**src/rtl/logic_unit_pkg.sv**
```systemverilog
// Shared opcode definitions for the logic unit and the ALU top that wraps it.
package logic_unit_pkg;

   localparam int OP_W = 3;

   typedef enum logic [OP_W-1:0] {
      OP_AND  = 3'b000,
      OP_OR   = 3'b001,
      OP_NOT  = 3'b010,
      OP_XOR  = 3'b011,
      OP_NAND = 3'b100,
      OP_NOR  = 3'b101,
      OP_SHL1 = 3'b110,
      OP_SHR1 = 3'b111
   } op_e;

endpackage

```
**src/rtl/logic_unit_core.sv**
```systemverilog
// Stateless logic operation and flag evaluation; shifts report the bit shifted out on flag_c.
module logic_unit_core
   import logic_unit_pkg::*;
#(
   parameter int BITS = 8
) (
   input  logic [OP_W-1:0] op,
   input  logic [BITS-1:0] in1,
   input  logic [BITS-1:0] in2,
   input  logic            sel,
   output logic [BITS-1:0] result,
   output logic            flag_n,
   output logic            flag_z,
   output logic            flag_v,
   output logic            flag_c
);

   logic [BITS-1:0] res_s;
   logic            carry_s;

   // Opcode decode and shifted-out bit
   always_comb begin
      res_s   = {BITS{1'b0}};
      carry_s = 1'b0;
      case (op_e'(op))
         OP_AND:  res_s = in1 & in2;
         OP_OR:   res_s = in1 | in2;
         OP_NOT: begin
            if (sel) begin
               res_s = ~in2;
            end else begin
               res_s = ~in1;
            end
         end
         OP_XOR:  res_s = in1 ^ in2;
         OP_NAND: res_s = ~(in1 & in2);
         OP_NOR:  res_s = ~(in1 | in2);
         OP_SHL1: begin
            res_s   = {in1[BITS-2:0], 1'b0};
            carry_s = in1[BITS-1];
         end
         OP_SHR1: begin
            res_s   = {1'b0, in1[BITS-1:1]};
            carry_s = in1[0];
         end
         default: begin
            res_s   = {BITS{1'b0}};
            carry_s = 1'b0;
         end
      endcase
   end

   assign result = res_s;
   assign flag_n = res_s[BITS-1];
   assign flag_z = (res_s == {BITS{1'b0}});
   assign flag_v = 1'b0;
   assign flag_c = carry_s;

endmodule

```
**src/rtl/logic_unit_pipe.sv**
```systemverilog
// Two-stage valid/ready logic unit: S1 holds operands, S2 holds result and flags.
// The accumulator captures every S2 result so an acc=1 beat can chain on its predecessor.
module logic_unit_pipe
   import logic_unit_pkg::*;
#(
   parameter int BITS = 8
) (
   input  logic            clk,
   input  logic            rst,
   input  logic            in_valid,
   output logic            in_ready,
   input  logic [OP_W-1:0] op,
   input  logic [BITS-1:0] in1,
   input  logic [BITS-1:0] in2,
   input  logic            sel,
   input  logic            acc,
   input  logic            acc_clr,
   output logic            out_valid,
   input  logic            out_ready,
   output logic [BITS-1:0] result,
   output logic            flag_n,
   output logic            flag_z,
   output logic            flag_v,
   output logic            flag_c
);

   logic            s1_valid_r;
   logic [OP_W-1:0] s1_op_r;
   logic [BITS-1:0] s1_in1_r;
   logic [BITS-1:0] s1_in2_r;
   logic            s1_sel_r;
   logic            s1_acc_r;

   logic            s2_valid_r;
   logic [BITS-1:0] result_r;
   logic            flag_n_r;
   logic            flag_z_r;
   logic            flag_v_r;
   logic            flag_c_r;
   logic [BITS-1:0] acc_r;

   logic            s2_load_s;
   logic            s1_load_s;
   logic            in_ready_s;
   logic [BITS-1:0] core_in1_s;
   logic [BITS-1:0] core_result_s;
   logic            core_n_s;
   logic            core_z_s;
   logic            core_v_s;
   logic            core_c_s;

   // S1 drains exactly when S2 loads, so s2_load_s doubles as "S1 moves".
   assign s2_load_s  = s1_valid_r && (!s2_valid_r || out_ready);
   assign in_ready_s = !s1_valid_r || s2_load_s;
   assign s1_load_s  = in_valid && in_ready_s;
   assign core_in1_s = s1_acc_r ? acc_r : s1_in1_r;

   logic_unit_core #(
      .BITS (BITS)
   ) u_core (
      .op     (s1_op_r),
      .in1    (core_in1_s),
      .in2    (s1_in2_r),
      .sel    (s1_sel_r),
      .result (core_result_s),
      .flag_n (core_n_s),
      .flag_z (core_z_s),
      .flag_v (core_v_s),
      .flag_c (core_c_s)
   );

   // Operand stage capture
   always_ff @(posedge clk or posedge rst) begin
      if (rst) begin
         s1_valid_r <= 1'b0;
         s1_op_r    <= {OP_W{1'b0}};
         s1_in1_r   <= {BITS{1'b0}};
         s1_in2_r   <= {BITS{1'b0}};
         s1_sel_r   <= 1'b0;
         s1_acc_r   <= 1'b0;
      end else if (s1_load_s) begin
         s1_valid_r <= 1'b1;
         s1_op_r    <= op;
         s1_in1_r   <= in1;
         s1_in2_r   <= in2;
         s1_sel_r   <= sel;
         s1_acc_r   <= acc;
      end else if (s2_load_s) begin
         s1_valid_r <= 1'b0;
      end
   end

   // Result stage capture and drain
   always_ff @(posedge clk or posedge rst) begin
      if (rst) begin
         s2_valid_r <= 1'b0;
         result_r   <= {BITS{1'b0}};
         flag_n_r   <= 1'b0;
         flag_z_r   <= 1'b0;
         flag_v_r   <= 1'b0;
         flag_c_r   <= 1'b0;
      end else if (s2_load_s) begin
         s2_valid_r <= 1'b1;
         result_r   <= core_result_s;
         flag_n_r   <= core_n_s;
         flag_z_r   <= core_z_s;
         flag_v_r   <= core_v_s;
         flag_c_r   <= core_c_s;
      end else if (out_ready) begin
         s2_valid_r <= 1'b0;
      end
   end

   // Accumulator: clear has priority over a coinciding S2 load
   always_ff @(posedge clk or posedge rst) begin
      if (rst) begin
         acc_r <= {BITS{1'b0}};
      end else if (acc_clr) begin
         acc_r <= {BITS{1'b0}};
      end else if (s2_load_s) begin
         acc_r <= core_result_s;
      end
   end

   assign in_ready  = in_ready_s;
   assign out_valid = s2_valid_r;
   assign result    = result_r;
   assign flag_n    = flag_n_r;
   assign flag_z    = flag_z_r;
   assign flag_v    = flag_v_r;
   assign flag_c    = flag_c_r;

endmodule

```
**config.mk**
```make
export PLATFORM = sky130hd
export DESIGN_NAME = logic_unit_pipe
export DESIGN_NICKNAME = d
export VERILOG_FILES = /design/src/rtl/logic_unit_pkg.sv /design/src/rtl/logic_unit_core.sv /design/src/rtl/logic_unit_pipe.sv
export SDC_FILE = /design/constraint.sdc
export NUM_CORES = 1
export LEC_CHECK = 0
export BUFFER_PORTS_ARGS = -buffer_cell sky130_fd_sc_hd__buf_2
export CORE_MARGIN = 3
export CORE_UTILIZATION = 50
export CTS_CLUSTER_SIZE = 16
export DETAILED_ROUTE_END_ITERATION = 8
export PLACE_DENSITY = 0.83
export SYNTH_ARGS = -nofsm -noshare
export SYNTH_HDL_FRONTEND = slang
export SYNTH_SLANG_ARGS = --single-unit
```
**constraint.sdc**
```tcl
create_clock -name clk -period 4.2 [get_ports clk]
set_clock_uncertainty 0.15 [all_clocks]
set_input_delay 0.21 -clock clk [delete_from_list [all_inputs] [get_ports clk]]
set_output_delay 0.21 -clock clk [all_outputs]
set_load 0.01 [all_outputs]
```
==> summary.md <==
| Metric | Value |
|---|---|
| Status | completed |
| Slowest stage delay, CP | 0.68 ns |
| Initial DRC Count | 240 |
| Post-Place Cells | 358 |
| I/O pin count | 40 |
| Worst path cell trace | mux2i_1 -> ha_1 -> nand3b_1 -> o311ai_1 -> a2111o_1 -> and2_1 -> a221o_1 -> o41ai_2 |
| Initial antenna violation count | 0 |
| Yosys reg bits | 41 |
| Total CTS buffers | 5 |
| CTS tree | built |
| Most frequent cells in the layout | dfrtp_1, buf_2, nand2_1, mux2_2, dlygate4sd3_1 |
| Skew-Pair Late Insertion Delay | 0.30 ns |
| Post-synth EDFFs | 0 |
| Fill count | 429 |
| Least-Margin Pin Slew | 1.083 ns |
| # setup viols final | 0 |
| Nets | 361 |
| Synthesized area | 0.002655 mm² |
| FF-to-FF setup slack | 1.21 ns |
| First-pass GRT wire length | 10.27 mm |
| GPL Wtd Cong | 0.9370 |
| Minimum clock period | 2.994 ns |
| Vias per cell | 5.734 |
| Mean Syn Cell Area | 9.797 µm² |
| WL/cell | 15.80 µm |
| Drc violations | 0 |
| Clock Path Buffers | 2 |
| Max FO, Critical Path | 9 |
| Fin Hold WS | 0.005678 ns |
| Top cells by area, synth | dfrtp_1, mux2_2, ha_1 |
| CP arrival | 3.04 ns |
| Grt total ovfl | 0 |
| Crit share post-route | 71.29% |
| I/O Buffers | 38 |
| Total negative slack | 0 ns |
| Die width | 78.87 µm |
| Core area | 0.004911 mm² |
| Post-CTS setup buffer count | 0 |
| CTS H-Tree Depth | 2 |
| Final Non-Filler Cells | 387 |
| ANT cells | 0 |
| RSZ-0062 raised after global routing | no |
| TritonCTS Sinks | 41 |
| Yosys warns | 0 |
| CP delay by family, top | compound AO/OA/AOI/OAI gates |
| Post-DP HPWL | 4.163 mm |
| Lkg Pwr | 1.447 nW |
| Final Hold Viols | 0 |
| Commonest non-fill, non-tap cell in the layout | dfrtp_1 |
| Initial Utilization | 54.06% |
| Share of synthesized area occupied by flip-flops and latches | 38.64% |
| Worst Path Buf+Inv | 0 |
| Relative slew margins | 27.81% |
| Area leader, netlist | dfrtp_1 |
| Post-synthesis cell type count | 50 |
| Post-Route Utilization | 63.16% |
| Ys flop type | dfrtp_1 |
| Root buffer cell | clkbuf_8 |
| Tightest Hold Check Type | in2reg |
| Total number of vias | 2,219 |
| Critical-path top delay cell | dfrtp_1 |
| CP Capture Type | register |
| Die height | 78.87 µm |
| Die area | 0.006220 mm² |
| Synth Instances | 271 |
| Gr usage total | 20.91% |
| Total Power | 1.324 mW |
| Clock-pin transition on the worst setup and hold timing paths | 0.08 ns |
| Pin count of the biggest net entering global routing | 42 |
| Peak VDD IR | 0.2461 mV |
| Final ANT Viol Nets | 0 |
| Max Cap Viol | 0 |
| Layout cells sized above 1 | 23.75% |
| Critical path class | reg2reg |
| Fmax | 0.3340 GHz |
| PD cells | 427.0 mW/mm² |
| Required @ worst endpoint | 4.25 ns |
| Drt pass-1 iters | 6 |
| Max-slew violations | 0 |
| Syn-to-layout area delta | 16.82% |
| Async S/R FF share, synth | 100.0% |
| Vias in the first global route | 2,058 |
| Startpoint type of the worst setup path | register |
| Yosys top cell area share | 38.64% |
| Rows | 25 |
| Final wirelength | 6.116 mm |
| Syn Nets | 313 |
-- per-stage QoR --
step | worst slack [ns] | area [µm²]
CTS | 1.227 | 3072
floorplan | 1.735 | 2655
global route | 1.020 | 3102
detailed placement | 1.254 | 2775
finish | 1.206 | 3102
global placement | 1.373 | 2775
-- cells by family (layout without fill, tap and decap cells) --
family / count (synthesis) / count (layout) / share of synthesized area, %
simple gates: 81 / 81 / 15.22
mux: 31 / 31 / 13.34
flops: 41 / 41 / 38.64
buf+inv: 39 / 88 / 8.906
fa+ha+maj: 16 / 16 / 7.540
xor+xnor: 1 / 1 / 0.3299
compound gates: 61 / 61 / 15.88
other cells: 1 / 1 / 0.1412
-- layout make-up --
type | instances | area (µm²) | share of cell area, %
Clock buffer | 7 | 86.33 | 2.783
Clock inverter | 1 | 30.03 | 0.9681
Multi-Input combinational cell | 191 | 1393 | 44.90
Sequential cell | 41 | 1026 | 33.08
Timing Repair Buffer | 60 | 407.9 | 13.15
Tap cell | 67 | 83.83 | 2.703
Inverter | 20 | 75.07 | 2.420
-- power by group --
part	total, mW	switching [mW]	internal [mW]
combinational	0.438	0.235	0.203
sequential	0.556	0.0922	0.464
clock	0.331	0.137	0.194
-- worst reg2reg max path, cell delays in order (launching register included) --
cell and delay, ns:
dfrtp_1 0.68, mux2i_1 0.43, ha_1 0.31, nand3b_1 0.09, o311ai_1 0.11, a2111o_1 0.48, and2_1 0.17, a221o_1 0.28
o41ai_2 0.20
-- metal layers --
layer	GRT usage [%]	vias up	wire (µm)
met5	0	-	0
met4	6.357	0	44
met3	4.535	9	496
met2	34.72	93	2965
met1	27.39	1055	2609
li1	-	1062	-
-- sequential cells by signal, summed over array words and instances (netlist names) --
register and cells:
flag_c 1, s1_in1_r 8, flag_z 1, s1_acc_r 1
s1_valid_r 1, out_valid 1, acc_r 8, s1_in2_r 8
s1_sel_r 1, s1_op_r 3, result 8
-- final timing paths --
check / start / end / cells after the start
worst min-delay path: in2[0] / s1_in2_r[0]$_DFFE_PP0P_ / 2
min in group asynchronous: rst / s1_in2_r[4]$_DFFE_PP0P_ / 4
worst min register to register: result[4]$_DFFE_PP0P_ / result[4]$_DFFE_PP0P_ / 2
worst max register to register: s1_acc_r$_DFFE_PP0P_ / flag_z$_DFFE_PP0P_ / 8
worst max-delay path: s1_acc_r$_DFFE_PP0P_ / flag_z$_DFFE_PP0P_ / 8
max in group asynchronous: rst / acc_r[1]$_DFFE_PP0P_ / 4
-- synthesized netlist by cell type, types with 3 or more instances --
library cell	n
a211oi_1	3
a21oi_1	18
a311oi_1	3
a31oi_1	4
buf_2	4
clkbuf_1	4
clkbuf_8	7
dfrtp_1	41
ha_1	16
inv_1	19
mux2_2	25
mux2i_1	5
nand2_1	31
nand2b_1	6
nand3b_1	3
nand4_1	4
nor2_1	20
nor3_1	3
o211ai_1	6
o21ai_0	6
o22ai_1	4
-- repair_timing --
| action | in CTS | in global routing |
|---|---|---|
| gates resized for setup | 0 | 0 |
| hold buffers | 18 | 3 |
| endpoints found under the hold margin | 58 | 3 |
Note: power is estimated with default switching activity, not from simulation.
